[src/rtl/instruction_loader_pkg.sv]
// instruction_loader_pkg: shared FSM encoding and word-shape constants for the instruction loader.
package instruction_loader_pkg;
    typedef enum logic [1:0] {IDLE, RECV, WRITE, DONE} state_t;
    localparam int BYTES_PER_WORD = 4;
endpackage

[src/rtl/instruction_loader_word_assembler.sv]
// word_assembler: packs accepted bytes little-endian into a 32-bit word and flags the last byte.
module word_assembler
    import instruction_loader_pkg::*;
(
    input  logic                        clk,
    input  logic                        rst_n,
    input  logic                        clr,
    input  logic                        en,
    input  logic [7:0]                  byte_data,
    output logic [8*BYTES_PER_WORD-1:0] word,
    output logic                        word_last
);
    localparam int CW = $clog2(BYTES_PER_WORD);
    logic [CW-1:0]               cnt_q, cnt_d;
    logic [8*BYTES_PER_WORD-1:0] word_q, word_d;
    always_comb begin
        cnt_d  = clr ? '0 : (en ? cnt_q + CW'(1) : cnt_q);
        word_d = word_q;
        if (en && !clr) word_d[8*cnt_q +: 8] = byte_data;
    end
    always_ff @(posedge clk or negedge rst_n) begin
        if (!rst_n) begin
            cnt_q  <= '0;
            word_q <= '0;
        end else begin
            cnt_q  <= cnt_d;
            word_q <= word_d;
        end
    end
    assign word      = word_q;
    assign word_last = en && !clr && cnt_q == CW'(BYTES_PER_WORD - 1);
endmodule

[src/rtl/instruction_loader.sv]
// instruction_loader: receives a byte stream and writes assembled 32-bit words to an instruction memory.
module instruction_loader
    import instruction_loader_pkg::*;
#(
    parameter int DEPTH  = 32,
    parameter int ADDR_W = 32
) (
    input  logic              clk,
    input  logic              rst_n,
    input  logic              start,
    input  logic [ADDR_W-1:0] load_len,
    input  logic              byte_valid,
    input  logic [7:0]        byte_data,
    output logic              byte_ready,
    output logic              wr_en,
    output logic [ADDR_W-1:0] wr_addr,
    output logic [31:0]       wr_data,
    output logic              busy,
    output logic              done,
    output logic              error
);
    state_t            state_q, state_d;
    logic [ADDR_W-1:0] addr_q, addr_d, len_q, len_d;
    logic              error_q, error_d;
    logic              clr, word_last, len_ok;
    assign len_ok = load_len != '0 && load_len <= ADDR_W'(DEPTH);
    always_comb begin
        state_d = state_q;
        addr_d  = addr_q;
        len_d   = len_q;
        error_d = error_q;
        clr     = 1'b0;
        case (state_q)
            IDLE: if (start) begin
                state_d = len_ok ? RECV : DONE;
                error_d = !len_ok;
                if (len_ok) begin
                    addr_d = '0;
                    len_d  = load_len;
                    clr    = 1'b1;
                end
            end
            RECV:  state_d = word_last ? WRITE : RECV;
            WRITE: begin
                state_d = addr_q == len_q - ADDR_W'(1) ? DONE : RECV;
                addr_d  = addr_q == len_q - ADDR_W'(1) ? addr_q : addr_q + ADDR_W'(1);
            end
            default: state_d = IDLE;
        endcase
    end
    always_ff @(posedge clk or negedge rst_n) begin
        if (!rst_n) begin
            state_q <= IDLE;
            addr_q  <= '0;
            len_q   <= '0;
            error_q <= 1'b0;
        end else begin
            state_q <= state_d;
            addr_q  <= addr_d;
            len_q   <= len_d;
            error_q <= error_d;
        end
    end
    word_assembler u_asm (
        .clk       (clk),
        .rst_n     (rst_n),
        .clr       (clr),
        .en        (byte_valid && byte_ready),
        .byte_data (byte_data),
        .word      (wr_data),
        .word_last (word_last)
    );
    // All strobes decode straight from the state register, so they are glitch-free and reset to 0.
    assign byte_ready = state_q == RECV;
    assign wr_en      = state_q == WRITE;
    assign busy       = state_q == RECV || state_q == WRITE;
    assign done       = state_q == DONE;
    assign wr_addr    = addr_q;
    assign error      = error_q;
endmodule

[config.mk]
export PLATFORM = sky130hd
export DESIGN_NAME = instruction_loader
export DESIGN_NICKNAME = d
export VERILOG_FILES = /design/src/rtl/instruction_loader_pkg.sv /design/src/rtl/instruction_loader_word_assembler.sv /design/src/rtl/instruction_loader.sv
export SDC_FILE = /design/constraint.sdc
export NUM_CORES = 1
export LEC_CHECK = 0
export ABC_CLOCK_PERIOD_IN_PS = 7900
export BUFFER_PORTS_ARGS = -buffer_cell sky130_fd_sc_hd__buf_2
export CAP_MARGIN = 20
export CORE_MARGIN = 5
export CORE_UTILIZATION = 30
export DETAILED_ROUTE_END_ITERATION = 16
export SETUP_SLACK_MARGIN = 0.05
export SLEW_MARGIN = 20
export SYNTH_ARGS = -nofsm -noshare
export SYNTH_HDL_FRONTEND = slang
export SYNTH_SLANG_ARGS = --single-unit
[constraint.sdc]
create_clock -name clk -period 7.9 [get_ports clk]
set_input_delay 0.79 -clock clk [delete_from_list [all_inputs] [get_ports clk]]
set_output_delay 0.79 -clock clk [all_outputs]
set_load 0.005 [all_outputs]
; ---- Yosys cells after proc, flatten, opt, wreduce, memory -nomap -nowiden
; Cells that the tools add are included.
[totals]
regBits = 101
output_inout_bits = 69
wordCells = 50
[op_classes]
addsub = 4
n_lt_le_gt_ge = 1
n_eq_ne = 8
n_shift = 2
n_mux = 15
reduce_logical = 14
[ops]
columns = op, n
row1 = 32-bit 2-to-1 mux, 3
row2 = 32-bit one-hot mux with 2 select lines, 1
row3 = 5-bit negator with 34-bit output, 1
row4 = "8-bit by 34-bit variable shift with 32-bit output, first input constant", 1
row5 = 8-bit by 34-bit variable part select with 32-bit output, 1
row6 = "32-bit by 1-bit adder with 32-bit output, second input constant", 1
row7 = 32-bit bitwise mux, 1
row8 = 32-bit == test, 1
row9 = "32-bit by 6-bit less-or-equal comparator with 1-bit output, second input constant", 1
row10 = 32-bit nonzero test, 1
row11 = "32-bit by 1-bit subtractor with 32-bit output, second input constant", 1
row12 = 2-bit 2-to-1 mux, 6
row13 = "2-bit == test, second input constant", 3
row14 = "2-bit != test, second input constant", 3
row15 = 2-bit one-hot mux with 3 select lines, 1
row16 = 1-bit logical AND, 4
row17 = 4-bit AND reduction, 1
row18 = 2-bit nonzero test, 2
row19 = 1-bit 2-to-1 mux, 3
row20 = 3-bit AND reduction, 1
row21 = "2-bit by 1-bit adder with 2-bit output, second input constant", 1
row22 = "2-bit by 1-bit == test with 1-bit output, second input constant", 1
row23 = 1-bit zero test, 2
row24 = 2-bit zero test, 1
row25 = 2 further kinds, 2

; ---- Depth between registers and ports, before layout
[logic_depth]
depth_word = 10
ltp_mapped = 13
ltp_nobuf = 11

; ---- Modules after synthesis
; Synthesis repeated with hierarchy kept, for this count alone.
[hier_totals]
hier_cells = 623
hier_area_um2 = 6012.0
[modules_own_cells]
columns = module, instances, cells_per_inst, area_each_um2, seq_area_each_um2
row1 = instruction_loader, 1, 491, 4391.7, 1676.6
row2 = word_assembler, 1, 132, 1620.3, 850.8

; ---- Worst setup path after synthesis
; Ideal clock, no wire load.
[synth_path]
path_type = register to register
from = reg len_q[21]
to = reg addr_q[16] (netlist: wr_addr[16])
setup_ns = 0.119
arrival_time_ns = 2.917
required_ns = 7.781
setup_slack_ns = 4.863
stages_incl_launch_ff = 12
synth_period_minus_slack_ns = 3.037
cell_sequence = dfrtp_1 > nor4_1 > nand4_2 > or4_1 > and2_1 > o31a_1 > a211o_1 > o21ai_4 > buf_6 > buf_12 > mux2i_1 > nand2_1
[synth_via]
elab_chain_cells = 4
[synth_rtl]
columns = element, line_no
row1 = "start, declared", instruction_loader.sv:23  ; logic [ADDR_W-1:0] addr_q, addr_d, len_q, len_d;
row2 = "start signal, assigned", instruction_loader.sv:60  ; len_q <= len_d;
row3 = 32-bit by 1-bit subtractor with 32-bit output, instruction_loader.sv:46  ; addr_d = addr_q == len_q - ADDR_W'(1) ? addr_q : addr_q + ADDR_W'(1);
row4 = 32-bit == test, instruction_loader.sv:46
row5 = 2-bit != test (no source line), -
row6 = 4-bit AND reduction (no source line), -
row7 = "end signal, assigned", instruction_loader.sv:59  ; addr_q <= addr_d;
row8 = "end, declared", instruction_loader.sv:23
; Every way passes these cells.
; A chain may end at the register's enable or synchronous reset.

; ---- Worst setup path in the final report
[layout_path]
from = reg len_q[3]
to = reg addr_q[5] (netlist: wr_addr[5])
; Same word-level chain as after synthesis.

==> qor.csv <==
metric,value,unit
synthAdderAreaFrac,2.40,%
status,completed,
synthesis.nets,690,
routed_wl,15.0,mm
via_count,4921,
syn_to_final_growth,18.7,%
coreArea,0.0188,mm2
grt_pass1_vias,4814,
die-height,148,um
async_flop_share,100,%
synth_cells,635,
grt-ovfl-total,0,
clkPwrFrac,24.7,%
cts.sinks,101,
ant_nets,0,
r2r_slack,4.17,ns
pre_cts_ws,3.99,ns
num_rows,50,
cp_max_fo,59,
seq_area_frac_synth,44.1,%
maxCapViolCount,0,
root_buffer,clkbuf_16,
rr_startpoint,len_q[3],
design.die.area,0.0220,mm2
dp_hpwl,11.1,mm
setup_ws,4.17,ns
drive_gt1_share,21.2,%
synth_area,0.00573,mm2
power_density,260,mW/mm2
hold_violations,0,
clock_path_buffers,2,
routedWlPerCell,15.3,um
ys_seq_elements,101,
htreeDepth,3,
grt_usage,13.9,%
p_int,0.00109,W
synth.avg_cell_area,9.02,um2
setup_tns,0,ns
cts_tree,done,
yosys-mux-area-fraction,1.35,%
leakagePower,3.09,nW
worstPathRequired,8.14,ns
path_clk_slew,0.07,ns
drtPass1Iterations,4,
final_nets,795,
fin_area,0.00680,mm2
initial_core_util,30.5,%
io_buffer_count,112,
cts_made_buffers,9,
synth-xor-area-share,6.27,%
r2r_end,wr_addr[5],
fin_crit_sh,47.2,%
grtUsageMet2,23.1,%
clock_latency,0.36,ns
fmax,0.268,GHz
rsz0062_at_grt,no,
hold_path.class,in2async,
gp_congestion,0.810,
yosys_warnings,0,
vias_per_cell,5.03,
synth_top_area_share,44.1,%
synth_edf_count,0,
arrival,3.96,ns
worst_pin_slew,0.912,ns
io_pins,113,
fin_skew,0.0128,ns
final_core_util,36.2,%
cts_setup_buffers,0,
worstSetupPathType,reg2reg,
synth_area_leader_cell,dfrtp_1,
ir_drop,103,uV
endpoint_kind,flop,
antennaDiodeCount,0,
drtIter0Drc,259,
antenna_found_initial,0,
dieWidth,148,um
slew_headroom,39.1,%
final_common_cell,nand2_1,
grtUsageMet3,2.22,%
critPathLaunchType,flop,
switchingPower,0.000679,W
min_period,3.73,ns
grt_max_degree,76,
setup_viol,0,
post_cts_resized,0,
post_dp_cell_area,0.00648,mm2
postCtsHoldBufs,0,
synth_top_family_by_area,simple AND/OR/NAND/NOR gates,
synth-compound-area-share,13.7,%
maxSlewViolCount,0,
p_seq_share,43.1,%
synth_cell_types,59,
synth-simple-area-share,28.7,%
top_usage_layer,met2,
switching_share,38.4,%
grt_pass1_wl,25.0,mm
drc_errors,0,
layout_common_cells,"nand2_1 (113), buf_2 (111), dfrtp_1 (101), o21ai_0 (42), nand3_1 (32)",
synth_area_leaders,"dfrtp_1 (44%), nand2_1 (7.4%), xnor2_1 (4.1%), o21ai_0 (3.7%), and2_1 (2.9%)",
ys.flop_type,dfrtp_1,
combinationalPowerShare,32.2,%
r2r_cells,10,
use_met1,18.6,%
## routing by layer
layer	share of wire (%)	vias up
met5	0	-
met4	2.1	0
met3	3.5	21
met2	48	102
met1	46	2312
li1	-	2486
## worst max-delay path, stage by stage (launching register included)
cell     delay (ns)
dfrtp_1        0.47
nor4_4         0.45
nand4_2        0.41
or4_1          0.52
and2_1         0.16
o31a_1         0.23
a211o_1        0.33
o21ai_4        0.15
buf_4          0.47
nor4_1         0.11
a211o_1        0.24
## cell usage after synthesis (3+ instances only)
library cell / number
a21oi_2: 5
o211ai_1: 13
and2_1: 27
o21ai_0: 42
nor3b_1: 3
nand2_1: 113
o21ai_2: 6
nor2_1: 22
and3_1: 11
nor4_1: 16
nor3_1: 19
dfrtp_1: 101
nand4_1: 10
nand3b_1: 6
ha_1: 11
nand3_1: 32
xor2_1: 14
o21ai_1: 4
xnor2_1: 27
mux2_2: 6
a21oi_1: 16
a31oi_1: 3
nand2b_1: 8
clkbuf_1: 16
buf_6: 3
or4_1: 14
o31ai_1: 8
or3_1: 22
inv_1: 16
## stage by stage
stage                     hold WS, ns  std cells  power, W
after floorplan                 0.473        635   0.00112
after global routing            0.373        979   0.00191
after detailed placement        0.469        962   0.00136
after global placement          0.462        962   0.00135
final                           0.347        979   0.00177
after CTS                       0.357        978   0.00180
## power groups by stage
stage	combinational, W	sequential, W	clock (W)
final	0.000570	0.000762	0.000438
after global routing	0.000653	0.000783	0.000469
after CTS	0.000581	0.000767	0.000448
after detailed placement	0.000581	0.000777	0
after global placement	0.000568	0.000779	0
after floorplan	0.000388	0.000730	0
## cells by family after synthesis
family                     count (synthesis)
and+or+nand+nor                          315
AOI/OAI and AO/OA                        120
DFF                                      101
xor gates and xnor gates                  41
buffers and inverters                     40
adders and majority gates                 11
muxes                                      7
## sequential cells by signal (all words and copies together) (netlist names)
signal	count
len_q	32
u_asm.word	32
wr_addr	32
state_q	2
u_asm.cnt_q	2
error	1
## how the worst max path moves through the flow
stage | start | end
global route | len_q[0] | wr_addr[5]
detailed placement | load_len[1] | wr_addr[22]
finish | len_q[3] | wr_addr[5]
CTS | len_q[3] | wr_addr[5]
global placement | load_len[1] | wr_addr[24]
floorplan | len_q[21] | wr_addr[16]
## layout make-up
| type | instances | area [um2] |
|---|---|---|
| Multi-Input combinational cell | 494 | 3000 |
| Clock inverter | 7 | 65.1 |
| Fill cell | 1932 | 12000 |
| Clock buffer | 9 | 225 |
| Timing Repair Buffer | 118 | 628 |
| Sequential cell | 101 | 2530 |
| Tap cell | 234 | 293 |
| Inverter | 16 | 60.1 |
(Power assumes the default switching activity.)
